File: config.mk
export PLATFORM = sky130hd
export DESIGN_NAME = tlb_search_arbiter
export DESIGN_NICKNAME = d
export VERILOG_FILES = /design/src/rtl/tlb_search_arbiter.sv
export SDC_FILE = /design/constraint.sdc
export NUM_CORES = 1
export LEC_CHECK = 0
export ABC_CLOCK_PERIOD_IN_PS = 3380
export CORE_MARGIN = 1
export CORE_UTILIZATION = 34
export DETAILED_ROUTE_END_ITERATION = 8
export PLACE_DENSITY = 0.87
export SYNTH_ARGS = -nofsm -noshare
export SYNTH_HDL_FRONTEND = slang
export SYNTH_SLANG_ARGS = --single-unit
File: constraint.sdc
create_clock -name clk -period 3.38 [get_ports clk]
set_input_delay 1.014 -clock clk [delete_from_list [all_inputs] [get_ports clk]]
set_output_delay 1.014 -clock clk [all_outputs]
set_load 0.01 [all_outputs]
File: src/rtl/tlb_search_arbiter.sv
// rtl/tlb_search_arbiter.sv - arbitrates the shared TLB search port between tlbp, DTLB and ITLB refill
//
// Ports:
//   clk, reset                     clock, asynchronous active-high reset
//   p_req/p_vpn2/p_asid            tlbp search request (requester 0)
//   d_req/d_vaddr                  DTLB buffer miss request (requester 1)
//   i_req/i_vaddr                  ITLB buffer miss request (requester 2)
//   cur_asid                       ASID used for d/i lookups
//   *_gnt                          same-cycle grant pulse
//   *_resp_valid                   one-cycle result strobe to the owner
//   r_found..r_v                   registered search result
//   s_vpn2/s_odd_page/s_asid       key to the TLB search port
//   s_found..s_v                   result from the TLB search port
//   flush, tlb_wr                  pipeline flush, TLB array written
//   perf_i_miss, perf_d_miss       miss counters, present only with TLB_ARB_PERF_EN defined
module tlb_search_arbiter #(
    parameter int STARVE_LIMIT = 4
) (
    input  logic        clk,
    input  logic        reset,
    input  logic        p_req,
    input  logic [18:0] p_vpn2,
    input  logic [7:0]  p_asid,
    input  logic        d_req,
    input  logic [31:0] d_vaddr,
    input  logic        i_req,
    input  logic [31:0] i_vaddr,
    input  logic [7:0]  cur_asid,
    output logic        p_gnt,
    output logic        d_gnt,
    output logic        i_gnt,
    output logic        p_resp_valid,
    output logic        d_resp_valid,
    output logic        i_resp_valid,
    output logic        r_found,
    output logic [3:0]  r_index,
    output logic [19:0] r_pfn,
    output logic [2:0]  r_c,
    output logic        r_d,
    output logic        r_v,
    output logic [18:0] s_vpn2,
    output logic        s_odd_page,
    output logic [7:0]  s_asid,
    input  logic        s_found,
    input  logic [3:0]  s_index,
    input  logic [19:0] s_pfn,
    input  logic [2:0]  s_c,
    input  logic        s_d,
    input  logic        s_v,
    input  logic        flush,
    input  logic        tlb_wr,
    output logic [31:0] perf_i_miss,
    output logic [31:0] perf_d_miss
);
    localparam logic [3:0] LIMIT = 4'(STARVE_LIMIT);
    localparam logic [1:0] OWN_P = 2'd0;
    localparam logic [1:0] OWN_D = 2'd1;
    localparam logic [1:0] OWN_I = 2'd2;

    typedef enum logic [1:0] {IDLE, LOOKUP, RESP} state_t;

    state_t      state;
    logic [1:0]  owner;
    logic [3:0]  starve_cnt;
    logic [18:0] key_vpn2;
    logic        key_odd;
    logic [7:0]  key_asid;

    logic arb_ok, i_forced, pick_p, pick_d, pick_i, deliver;

    always_comb begin
        // gnt is combinational so the request is accepted in the cycle it is seen
        arb_ok   = (state == IDLE) && !flush && !reset;
        i_forced = i_req && (starve_cnt == LIMIT);
        pick_p   = arb_ok && p_req;
        pick_i   = arb_ok && !p_req && i_req && (!d_req || i_forced);
        pick_d   = arb_ok && !p_req && d_req && !i_forced;
        // a write or flush landing in RESP cancels the delivery
        deliver  = (state == RESP) && !flush && !tlb_wr;
    end

    assign p_gnt        = pick_p;
    assign d_gnt        = pick_d;
    assign i_gnt        = pick_i;
    assign p_resp_valid = deliver && (owner == OWN_P);
    assign d_resp_valid = deliver && (owner == OWN_D);
    assign i_resp_valid = deliver && (owner == OWN_I);

    assign s_vpn2     = key_vpn2;
    assign s_odd_page = key_odd;
    assign s_asid     = key_asid;

    always_ff @(posedge clk or posedge reset) begin
        if (reset) begin
            state      <= IDLE;
            owner      <= OWN_P;
            starve_cnt <= '0;
            key_vpn2   <= '0;
            key_odd    <= 1'b0;
            key_asid   <= '0;
            r_found    <= 1'b0;
            r_index    <= '0;
            r_pfn      <= '0;
            r_c        <= '0;
            r_d        <= 1'b0;
            r_v        <= 1'b0;
        end else begin
            case (state)
                IDLE: begin
                    if (pick_p) begin
                        owner    <= OWN_P;
                        key_vpn2 <= p_vpn2;
                        key_odd  <= 1'b0;
                        key_asid <= p_asid;
                        state    <= LOOKUP;
                    end else if (pick_i) begin
                        owner      <= OWN_I;
                        key_vpn2   <= i_vaddr[31:13];
                        key_odd    <= i_vaddr[12];
                        key_asid   <= cur_asid;
                        starve_cnt <= '0;
                        state      <= LOOKUP;
                    end else if (pick_d) begin
                        owner    <= OWN_D;
                        key_vpn2 <= d_vaddr[31:13];
                        key_odd  <= d_vaddr[12];
                        key_asid <= cur_asid;
                        if (i_req && (starve_cnt < LIMIT))
                            starve_cnt <= starve_cnt + 4'd1;
                        state    <= LOOKUP;
                    end
                end
                LOOKUP: begin
                    if (flush) begin
                        state <= IDLE;
                    end else if (!tlb_wr) begin
                        // a write this cycle may change the answer, so keep searching
                        r_found <= s_found;
                        r_index <= s_index;
                        r_pfn   <= s_pfn;
                        r_c     <= s_c;
                        r_d     <= s_d;
                        r_v     <= s_v;
                        state   <= RESP;
                    end
                end
                RESP: begin
                    if (flush)
                        state <= IDLE;
                    else if (tlb_wr)
                        state <= LOOKUP;
                    else
                        state <= IDLE;
                end
                default: state <= IDLE;
            endcase
        end
    end

`ifdef TLB_ARB_PERF_EN
    logic [31:0] i_miss_q, d_miss_q;

    always_ff @(posedge clk or posedge reset) begin
        if (reset) begin
            i_miss_q <= '0;
            d_miss_q <= '0;
        end else begin
            if (i_resp_valid && !r_found)
                i_miss_q <= i_miss_q + 32'd1;
            if (d_resp_valid && !r_found)
                d_miss_q <= d_miss_q + 32'd1;
        end
    end

    assign perf_i_miss = i_miss_q;
    assign perf_d_miss = d_miss_q;
`else
    assign perf_i_miss = '0;
    assign perf_d_miss = '0;
`endif

endmodule

==> key figures <==
GRT
  – First-pass GRT wire length: 14,830 um
  – GRT Total Usage: 19.14%
  – Largest net degree at the start of global routing: 36
  – Vias in the first global route: 3,046
  – Initial antenna violation count: 0
  – Total global routing overflow: 0

Floorplanning
  – Standard-cell row count: 36
  – Die Y: 101.8 um
  – Initial Utilization: 34.79%
  – Boundary Pins: 264
  – Core Area: 9729 um2
  – Die area: 10,360 um2
  – Die W: 101.8 um

CTS
  – Max clock buf depth: 2
  – CTS clk-pin slew, worst paths: 0.08 ns
  – Clock sink count: 66
  – H-Tree Depth: 3
  – CTS tree: done
  – Num CTS Buffers: 9
  – Clock root cell: clkbuf_8
  – Clock Latency Late Sink: 0.34 ns

Logic synthesis
  – Area leader, netlist: dfrtp_1
  – Number of flops mapped to enable cells by yosys: 0
  – Most area-consuming cells after synthesis: dfrtp_1, buf_4, mux2_1, o221a_1, o22a_1
  – Syn. warnings: 0
  – Post-synth top cells: dfrtp_1, buf_4, mux2_1
  – Post-synth top area share: 48.80%
  – Mapped cell area: 3384 um2
  – Register area share after synthesis: 48.80%
  – Avg Cell Area, Syn: 11.36 um2
  – Count leader, synth: dfrtp_1
  – Gate Count Post-Synth: 298
  – Seq cells post-synth: 66
  – Ys async rst share: 100.0%
  – Netlist cell types: 39
  – Most used DFF post-synth: dfrtp_1

Timing
  – Clock Skew: 0.01071 ns
  – Worst-margin pin slew: 0.6989 ns
  – Slew HR: 52.99%
  – Fmax: 0.3020 GHz
  – Final number of setup-violating endpoints: 0
  – Max-slew violation count: 0
  – Final min period: 3.311 ns
  – Unrepaired setup endpoints after global routing: no
  – Tcrit/Tclk final: 97.97%
  – Final Hold Fails: 0

Critical path
  – Worst EP arrival: 2.30 ns
  – Worst Setup Path Type: in -> out
  – CP required: 2.37 ns
  – CP Capture Type: primary output
  – Crit start category: primary input
  – CP Launch Point: reset
  – Critical path fanouts, max: 2
  – Reg2Reg Launch Point: state[1]

Final layout
  – Antenna cells: 0
  – P&R area growth vs syn: 60.18%
  – Final-layout fill cell count: 881
  – Layout cell share with drive strength beyond 1: 12.60%
  – Final nets: 634
  – Design area: 5421 um2
  – Fin util: 55.72%

Worst hold path
  – HP Start: r_pfn[6]
  – Type of the worst min-delay path: reg -> reg

Placed design
  – DP Area: 5194 um2
  – Port Buffers: 175
  – GP Congestion: 0.7855
  – Post-DP HPWL: 7423 um

Detailed routing
  – DR pass1 iterations: 4
  – Routed Antenna Nets: 0
  – Routed WL: 9592 um
  – Vias post-DR: 2,847
  – DRC violations left: 0
  – DR WL/cell: 15.15 um
  – Vias per cell: 4.498
  – Initial drt markers: 51

Power
  – Power Dens Cells: 536.1 nW/um2
  – Static Leakage: 2.400 nW
  – Peak supply drop: 0.2883 mV

Outcome
  – Status: finished, final reports clean

Run
  – Max_cap viols: 0
where the power goes:
part,leakage (nW),total (W),internal (W),switching (W)
sequential,0.788,0.00113,0.00101,0.000124
clock,0.102,0.000729,0.000414,0.000315
combinational,1.51,0.00105,0.000641,0.000406
total,2.40,0.00291,0.00206,0.000845
path summary, 6_finish.rpt:
path	end	slack [ns]	cells past startpoint
min	r_pfn[6]	0.48	1
min in group asynchronous	r_v	1.25	4
max	d_gnt	0.07	6
max in group asynchronous	s_vpn2[1]	1.77	4
max reg2reg	s_vpn2[10]	1.30	5
min reg2reg	r_pfn[6]	0.48	1
layer usage:
metal  wire, um  up-vias  GRT usage (%)
met4        106        0          4.125
met2       5083      140          35.65
met3        596        9          6.349
li1           -     1319              -
met1       3806     1379          20.98
met5          0        -              0
worst max-delay path, cell delays in order:
cell	delay [ns]
clkdlybuf4s50_1	0.43
or4_4	0.47
nor2_4	0.13
nand2_1	0.08
inv_2	0.05
buf_4	0.12
layout make-up:
class	count	area, um2	area share, %
clock buffer	9	123.9	2.285
timing repair buffer	200	1913	35.29
inverter	9	33.78	0.6231
tap	133	166.4	3.069
sequential	66	1652	30.46
multi-input combinational	210	1440	26.56
clock inverter	6	92.59	1.708
state kept, by name, summed over array words and instances (netlist names):
register,flops
r_pfn,20
s_vpn2,19
s_asid,8
r_index,4
starve_cnt,4
r_c,3
owner,2
state,2
r_d,1
r_found,1
r_v,1
s_odd_page,1
cell families (layout without fill, tap and decap cells):
| family | Yosys count | after routing | share of synthesized area, % |
|---|---|---|---|
| multiplexers | 38 | 38 | 12.35 |
| flip-flops | 66 | 66 | 48.80 |
| buffers and inverters | 85 | 224 | 16.82 |
| XOR/XNOR | 1 | 1 | 0.2588 |
| other | 1 | 64 | 0.1108 |
| adder cells (fa/ha/maj) | 2 | 2 | 0.7393 |
| AO/OA/AOI/OAI | 56 | 56 | 13.38 |
| AND/OR/NAND/NOR | 49 | 49 | 7.541 |
cell usage in the layout, fill, tap and decap left out, types with 3 or more instances in the layout:
cell type / instances
clkdlybuf4s50_1: 168
dfrtp_1: 66
conb_1: 64
mux2_1: 29
buf_4: 27
nand2_1: 20
o22a_1: 14
o21ai_1: 11
o221a_1: 11
nor2_1: 10
clkbuf_8: 9
mux2i_1: 8
a21oi_1: 7
a221oi_1: 6
inv_1: 5
inv_2: 4
buf_2: 3
timing repair:
action	in CTS	in global routing
hold endpoints to repair	0	0
gates resized for setup	27	5
pin swaps	2	0
hold buffers	0	0
setup buffers	0	1
endpoints found under the setup margin	6	4
stage by stage:
step	power (W)	cells	setup WS, ns	hold slack [ns]	setup TNS [ns]
CTS	0.002947	632	0.0006988	0.4923	0
detailed placement	0.002194	617	-0.5090	0.4738	-2.492
floorplan	0.001579	361	0.3449	0.4749	0
global placement	0.002148	617	-0.5382	0.4665	-2.373
global route	0.003077	633	0.01182	0.5127	0
finish	0.002906	633	0.06875	0.4839	0
(Power assumes the default switching activity.)
